### config.mk
export PLATFORM = sky130hd
export DESIGN_NAME = fifo2dat_merge
export DESIGN_NICKNAME = d
export VERILOG_FILES = /design/src/rtl/fifo2dat_pkg.sv /design/src/rtl/fifo2dat_pick.sv /design/src/rtl/fifo2dat_merge.sv
export SDC_FILE = /design/constraint.sdc
export NUM_CORES = 1
export LEC_CHECK = 0
export CELL_PAD_IN_SITES_DETAIL_PLACEMENT = 0
export CELL_PAD_IN_SITES_GLOBAL_PLACEMENT = 2
export CORE_MARGIN = 2
export CORE_UTILIZATION = 29
export DETAILED_ROUTE_END_ITERATION = 10
export PLACE_DENSITY = 0.81
export SYNTH_ARGS = -nofsm -noshare
export SYNTH_HDL_FRONTEND = slang
export SYNTH_SLANG_ARGS = --single-unit
### constraint.sdc
create_clock -name clk -period 2.63 [get_ports clk]
set_clock_uncertainty 0.2 [all_clocks]
set_input_delay 0.3945 -clock clk [delete_from_list [all_inputs] [get_ports clk]]
set_output_delay 0.3945 -clock clk [all_outputs]
set_load 0.05 [all_outputs]
### src/rtl/fifo2dat_pkg.sv
// fifo2dat_pkg: shared state encoding and counter widths for the frame merger.
// Imported by fifo2dat_merge.
package fifo2dat_pkg;

    typedef enum logic [2:0] {
        ST_IDLE,
        ST_HDR,
        ST_LEN,
        ST_PICK,
        ST_READ,
        ST_SUM,
        ST_DONE
    } merge_st_t;

    localparam int LEN_W = 8;
    localparam int CNT_W = $clog2(1 << LEN_W);

    // Timeout counter must be able to hold the value TOUT itself.
    function automatic int tout_w(input int tout);
        return $clog2(tout + 1);
    endfunction

endpackage

### src/rtl/fifo2dat_pick.sv
// fifo2dat_pick: lowest-set-bit selector over the remaining enabled channels.
// o_none flags an empty candidate set.
module fifo2dat_pick #(
    parameter int NCH = 8,
    parameter int IW  = $clog2(NCH)
) (
    input  logic [NCH-1:0] i_mask,
    output logic [IW-1:0]  o_idx,
    output logic           o_none
);

    always_comb begin
        o_idx  = '0;
        o_none = 1'b1;
        for (int i = NCH - 1; i >= 0; i--) begin
            if (i_mask[i]) begin
                o_idx  = IW'(i);
                o_none = 1'b0;
            end
        end
    end

endmodule

### src/rtl/fifo2dat_merge.sv
// fifo2dat_merge: drains enabled sample FIFOs channel-major into one frame
// (HEAD, length, data, XOR checksum) written byte-serially to the data FIFO.
module fifo2dat_merge
    import fifo2dat_pkg::*;
#(
    parameter int              NCH  = 8,
    parameter int              DW   = 8,
    parameter int              TOUT = 1024,
    parameter logic [DW-1:0]   HEAD = DW'(8'hA5),
    parameter logic [DW-1:0]   PAD  = DW'(8'h00)
) (
    input  logic                clk,
    input  logic                rst,
    input  logic                fs_fifo,
    output logic                fd_fifo,
    output logic                err,
    input  logic [NCH-1:0]      ch_mask,
    input  logic [LEN_W-1:0]    frame_len,
    output logic [NCH-1:0]      fifoi_rxen,
    input  logic [NCH*DW-1:0]   fifoi_rxd,
    input  logic [NCH-1:0]      fifoi_empty,
    output logic                fifod_txen,
    output logic [DW-1:0]       fifod_txd,
    input  logic                fifod_full
);

    localparam int             IW   = $clog2(NCH);
    localparam int             TW   = tout_w(TOUT);
    localparam logic [TW-1:0]  TMAX = TW'(TOUT);
    localparam logic [TW-1:0]  TERR = TW'(TOUT - 1);

    merge_st_t         r_st, w_nxt;
    logic [NCH-1:0]    r_mask, r_vis;
    logic [LEN_W-1:0]  r_len;
    logic [CNT_W-1:0]  r_cnt;
    logic [TW-1:0]     r_tcnt;
    logic [IW-1:0]     r_cur;
    logic              r_pend, r_dtxen, r_err;
    logic [DW-1:0]     r_data, r_csum;

    logic [IW-1:0]     w_idx;
    logic              w_none, w_remain, w_empty, w_tout;
    logic              w_rd, w_pad, w_starve, w_txen, w_fd;
    logic [NCH-1:0]    w_rxen;
    logic [DW-1:0]     w_rdat, w_txd;

    fifo2dat_pick #(
        .NCH (NCH),
        .IW  (IW)
    ) u_pick (
        .i_mask (r_mask & ~r_vis),
        .o_idx  (w_idx),
        .o_none (w_none)
    );

    assign w_remain = (r_cnt != r_len);
    assign w_empty  = fifoi_empty[r_cur];
    assign w_tout   = (r_tcnt == TMAX);
    assign w_rdat   = fifoi_rxd[int'(r_cur)*DW +: DW];
    assign w_rd     = (r_st == ST_READ) && w_remain && !w_tout
                    && !w_empty && !fifod_full;
    assign w_pad    = (r_st == ST_READ) && w_remain && w_tout
                    && !fifod_full;
    assign w_starve = (r_st == ST_READ) && w_remain && w_empty && !w_tout;

    always_ff @(posedge clk or negedge rst) begin
        if (!rst) begin
            r_st <= ST_IDLE;
        end else begin
            r_st <= w_nxt;
        end
    end

    always_comb begin
        w_nxt  = r_st;
        w_rxen = '0;
        w_txen = 1'b0;
        w_txd  = '0;
        w_fd   = 1'b0;
        unique case (r_st)
            ST_IDLE: begin
                if (fs_fifo) w_nxt = ST_HDR;
            end
            ST_HDR: begin
                if (!fifod_full) begin
                    w_txen = 1'b1;
                    w_txd  = HEAD;
                    w_nxt  = ST_LEN;
                end
            end
            ST_LEN: begin
                if (!fifod_full) begin
                    w_txen = 1'b1;
                    w_txd  = DW'(r_len);
                    w_nxt  = ST_PICK;
                end
            end
            ST_PICK: begin
                w_nxt = (!w_none && r_len != '0) ? ST_READ : ST_SUM;
            end
            ST_READ: begin
                w_rxen[r_cur] = w_rd;
                if (w_pad) begin
                    w_txen = 1'b1;
                    w_txd  = PAD;
                end
                // Last read was issued a cycle ago; its byte lands during PICK.
                if (!w_remain) w_nxt = ST_PICK;
            end
            ST_SUM: begin
                if (!fifod_full) begin
                    w_txen = 1'b1;
                    w_txd  = r_csum;
                    w_nxt  = ST_DONE;
                end
            end
            ST_DONE: begin
                w_fd  = 1'b1;
                w_nxt = ST_IDLE;
            end
            default: w_nxt = ST_IDLE;
        endcase
        if (r_dtxen) begin
            w_txen = 1'b1;
            w_txd  = r_data;
        end
    end

    always_ff @(posedge clk or negedge rst) begin
        if (!rst) begin
            r_mask  <= '0;
            r_vis   <= '0;
            r_len   <= '0;
            r_cnt   <= '0;
            r_tcnt  <= '0;
            r_cur   <= '0;
            r_pend  <= 1'b0;
            r_dtxen <= 1'b0;
            r_err   <= 1'b0;
            r_data  <= '0;
            r_csum  <= '0;
        end else begin
            r_pend  <= w_rd;
            r_dtxen <= r_pend;
            if (r_pend) r_data <= w_rdat;
            if (r_st == ST_IDLE && fs_fifo) begin
                r_mask <= ch_mask;
                r_len  <= frame_len;
                r_vis  <= '0;
                r_csum <= '0;
                r_err  <= 1'b0;
            end else if (r_pend) begin
                r_csum <= r_csum ^ w_rdat;
            end else if (w_pad) begin
                r_csum <= r_csum ^ PAD;
            end
            if (r_st == ST_PICK) begin
                r_cnt  <= '0;
                r_tcnt <= '0;
                if (!w_none) begin
                    r_cur        <= w_idx;
                    r_vis[w_idx] <= 1'b1;
                end
            end else begin
                if (w_rd || w_pad) r_cnt <= r_cnt + CNT_W'(1);
                if (w_rd) begin
                    r_tcnt <= '0;
                end else if (w_starve) begin
                    r_tcnt <= r_tcnt + TW'(1);
                    if (r_tcnt == TERR) r_err <= 1'b1;
                end
            end
        end
    end

    assign fifoi_rxen = w_rxen;
    assign fifod_txen = w_txen;
    assign fifod_txd  = w_txd;
    assign fd_fifo    = w_fd;
    assign err        = r_err;

endmodule

==> results.toml, run 1 <==
[global_route]
antenna_found_initial = 0
grt_overflow = 0
grt_max_degree = 69
grt_pass1_vias = 4381
grtUsageTotal = 0.175
grt_pass1_wl_um = 22400

[critical_path]
cp.arrival_ns = 2.15
crit_required_ns = 2.04
startpoint_type = "flip-flop"
slowest_delay_ns = 0.42
crit_chain = "or3b_4, nor2_4, a21boi_2, buf_6, nand4_1, buf_6, nor3_4, buf_12"
cp_slowest_cell = "or3b_4"
cp-end-kind = "output pin"
r2r_start = "r_cur[1]"
critPathTopFamily = "simple AND/OR/NAND/NOR gates"
path_class = "reg -> out"
crit_top_cell = "buf_6"
setup.worst_path.start = "r_st[1]"
crit_fanout = 3
crit_buf_inv = 3
r2r_slack_ns = 0.16

[power_and_ir_drop]
p_per_area_nw_per_um2 = 1000
total_power_uw = 6850
leakage_uw = 0.00290
ir_worst_vdd_mv = 0.351

[floorplan]
io_pins = 111
std_cell_rows = 44
die_w_um = 127
dieArea_sq_um = 16100
start_util = 0.298
die_y_um = 127
core_sq_um = 14600

[logic_synthesis]
synth_area_leaders = "dfrtp_1 (39%), nand2_1 (7.2%), mux4_2 (5.7%)"
ys.flop_type = "dfrtp_1"
synth-edff-count = 0
synthArstFlopShare = 1.00
ys_seq_elements = 68
synth_top_area_share = 0.389
synth_top_area_cell = "dfrtp_1"
netlist_area_sq_um = 4370
synthesis.instances = 486
syn-num-nets = 581
avgSynthCellArea_sq_um = 8.99
ys_types = 63
ys_warn_count = 0
yosysSeqAreaShare = 0.389

[sta]
finalSetupViolations = 11
rsz0062_at_grt = "true"
whs_ns = 0.269
fmax_mhz = 365
fin_tns_setup_ns = -0.804
hold_violations = 0
fin_ws_ns = -0.111
slew_headroom = 0.619
worstMarginPinSlew_ns = 0.568
period_minus_slack_ns = 2.74
final-max-slew-violation-count = 0
finalCritPeriodShare = 1.04

[finish]
nets = 731
area.growth.synth_to_final_pct = 56.5
diodes = 0
layout_common_cells = "clkdlybuf4s50_1 (91), nand2_1 (84), dfrtp_1 (64)"
drive_above_1_share = 0.261
final_core_util = 0.467
final_common_cell = "clkdlybuf4s50_1"

[cts]
cts.sinks = 68
root_buffer = "clkbuf_16"
clk_latency_ns = 0.34
h-tree-depth = 3
clk_pin_slew_ns = 0.05
cts_buffers = 9
cts_buffer_depth = 2
cts_tree = "built"

[drt]
firstDrtPassIters = 5
drcViolationCount = 0
routedWlPerCell_um = 16.7
routed_wl_um = 13800
via_count = 4241
ant_nets = 0
drt_iter0_markers = 195
via_per_inst = 5.15

[hold_path]
hp-class = "reg -> reg"
holdCritStartpoint = "r_mask[7]"

[run_status]
violations = "negative setup slack"
outcome = "complete, but fails checks"

[placed_design]
post-dp-hpwl_um = 9990
gp_congestion = 0.777
io_buffer_count = 110

[flow_run]
maxCapViolations = 0
synthesized netlist by cell type, types with 7 or more instances:
master,number
nor2_1,32
mux2i_1,17
nand3_1,12
nor3_1,7
nor4_1,7
buf_2,7
nand2_1,84
dfrtp_1,68
or4_1,8
mux4_2,11
nor2b_1,11
clkbuf_1,18
a21oi_1,28
xor2_1,14
o31ai_1,13
inv_1,13
nand4_1,10
o21ai_0,21
nand2b_1,13
power breakdown:
part           internal (uW)  switching (uW)
logic                   1720            2140
clock network            850             446
registers               1400             295
worst paths after layout:
path / end / cells past startpoint
min in group asynchronous: r_cnt[6] / 3
setup reg to reg: r_cnt[7] / 7
max in group asynchronous: r_cur[1] / 3
hold reg to reg: r_mask[7] / 2
hold / removal: r_mask[7] / 2
setup / recovery: fifoi_rxen[4] / 8
worst min-delay path: cells and delay by family, from the launching register on:
family	cells	cell delay [ns]
flops	1	0.34
simple gates	2	0.10
timing repair:
item	CTS	global route
gates cloned	0	0
resized for setup	43	5
setup buffers	9	5
hold buffers	1	0
pin swaps	11	16
setup endpoints to repair	17	17
hold endpoints to repair	68	0
layout make-up:
type	count	area (sq um)
clock buffers	11	243
clock inverters	4	73.8
fillers	1405	7800
inverters	14	53.8
multi-input cells	371	2740
flip-flops and latches	68	1710
well taps	184	230
repair buffers	172	1790
registers in the layout (all words and copies together), names as in the netlist:
signal,cells
r_data,8
r_vis,8
r_dtxen,1
r_cnt,8
r_len,8
r_pend,1
r_mask,8
r_cur,3
r_st,3
err,1
r_csum,8
r_tcnt,11
layer usage:
layer	GRT usage	vias up	share of wire
met5	0	-	0
met3	0.0342	18	0.066
met4	0.0575	0	0.017
li1	-	2058	-
met1	0.240	2025	0.47
met2	0.278	140	0.45
cells by family (layout without fill, tap and decap cells):
kind of cell / after synthesis / after routing / share of synthesized area
xor+xnor: 16 / 16 / 0.0321
fa+ha+maj: 3 / 3 / 0.00859
mux: 34 / 34 / 0.111
compound gates: 104 / 104 / 0.159
simple gates: 214 / 214 / 0.250
buf+inv: 47 / 201 / 0.0495
flops: 68 / 68 / 0.389
stage by stage:
stage | instance area [sq um] | worst slack (ns) | instances
finish | 6840 | -0.111 | 824
global route | 6840 | -0.220 | 824
CTS | 6770 | -0.135 | 819
detailed placement | 6180 | -0.126 | 794
global placement | 6180 | -0.0621 | 794
floorplan | 4470 | -0.189 | 486
No activity file was read; power rests on OpenSTA's default activity.
==> run 2: changes to the inputs <==
- SLEW_MARGIN: not set -> 30
==> results of run 2 <==
No change in the layout: final DEF, timing and power equal those of run 1.
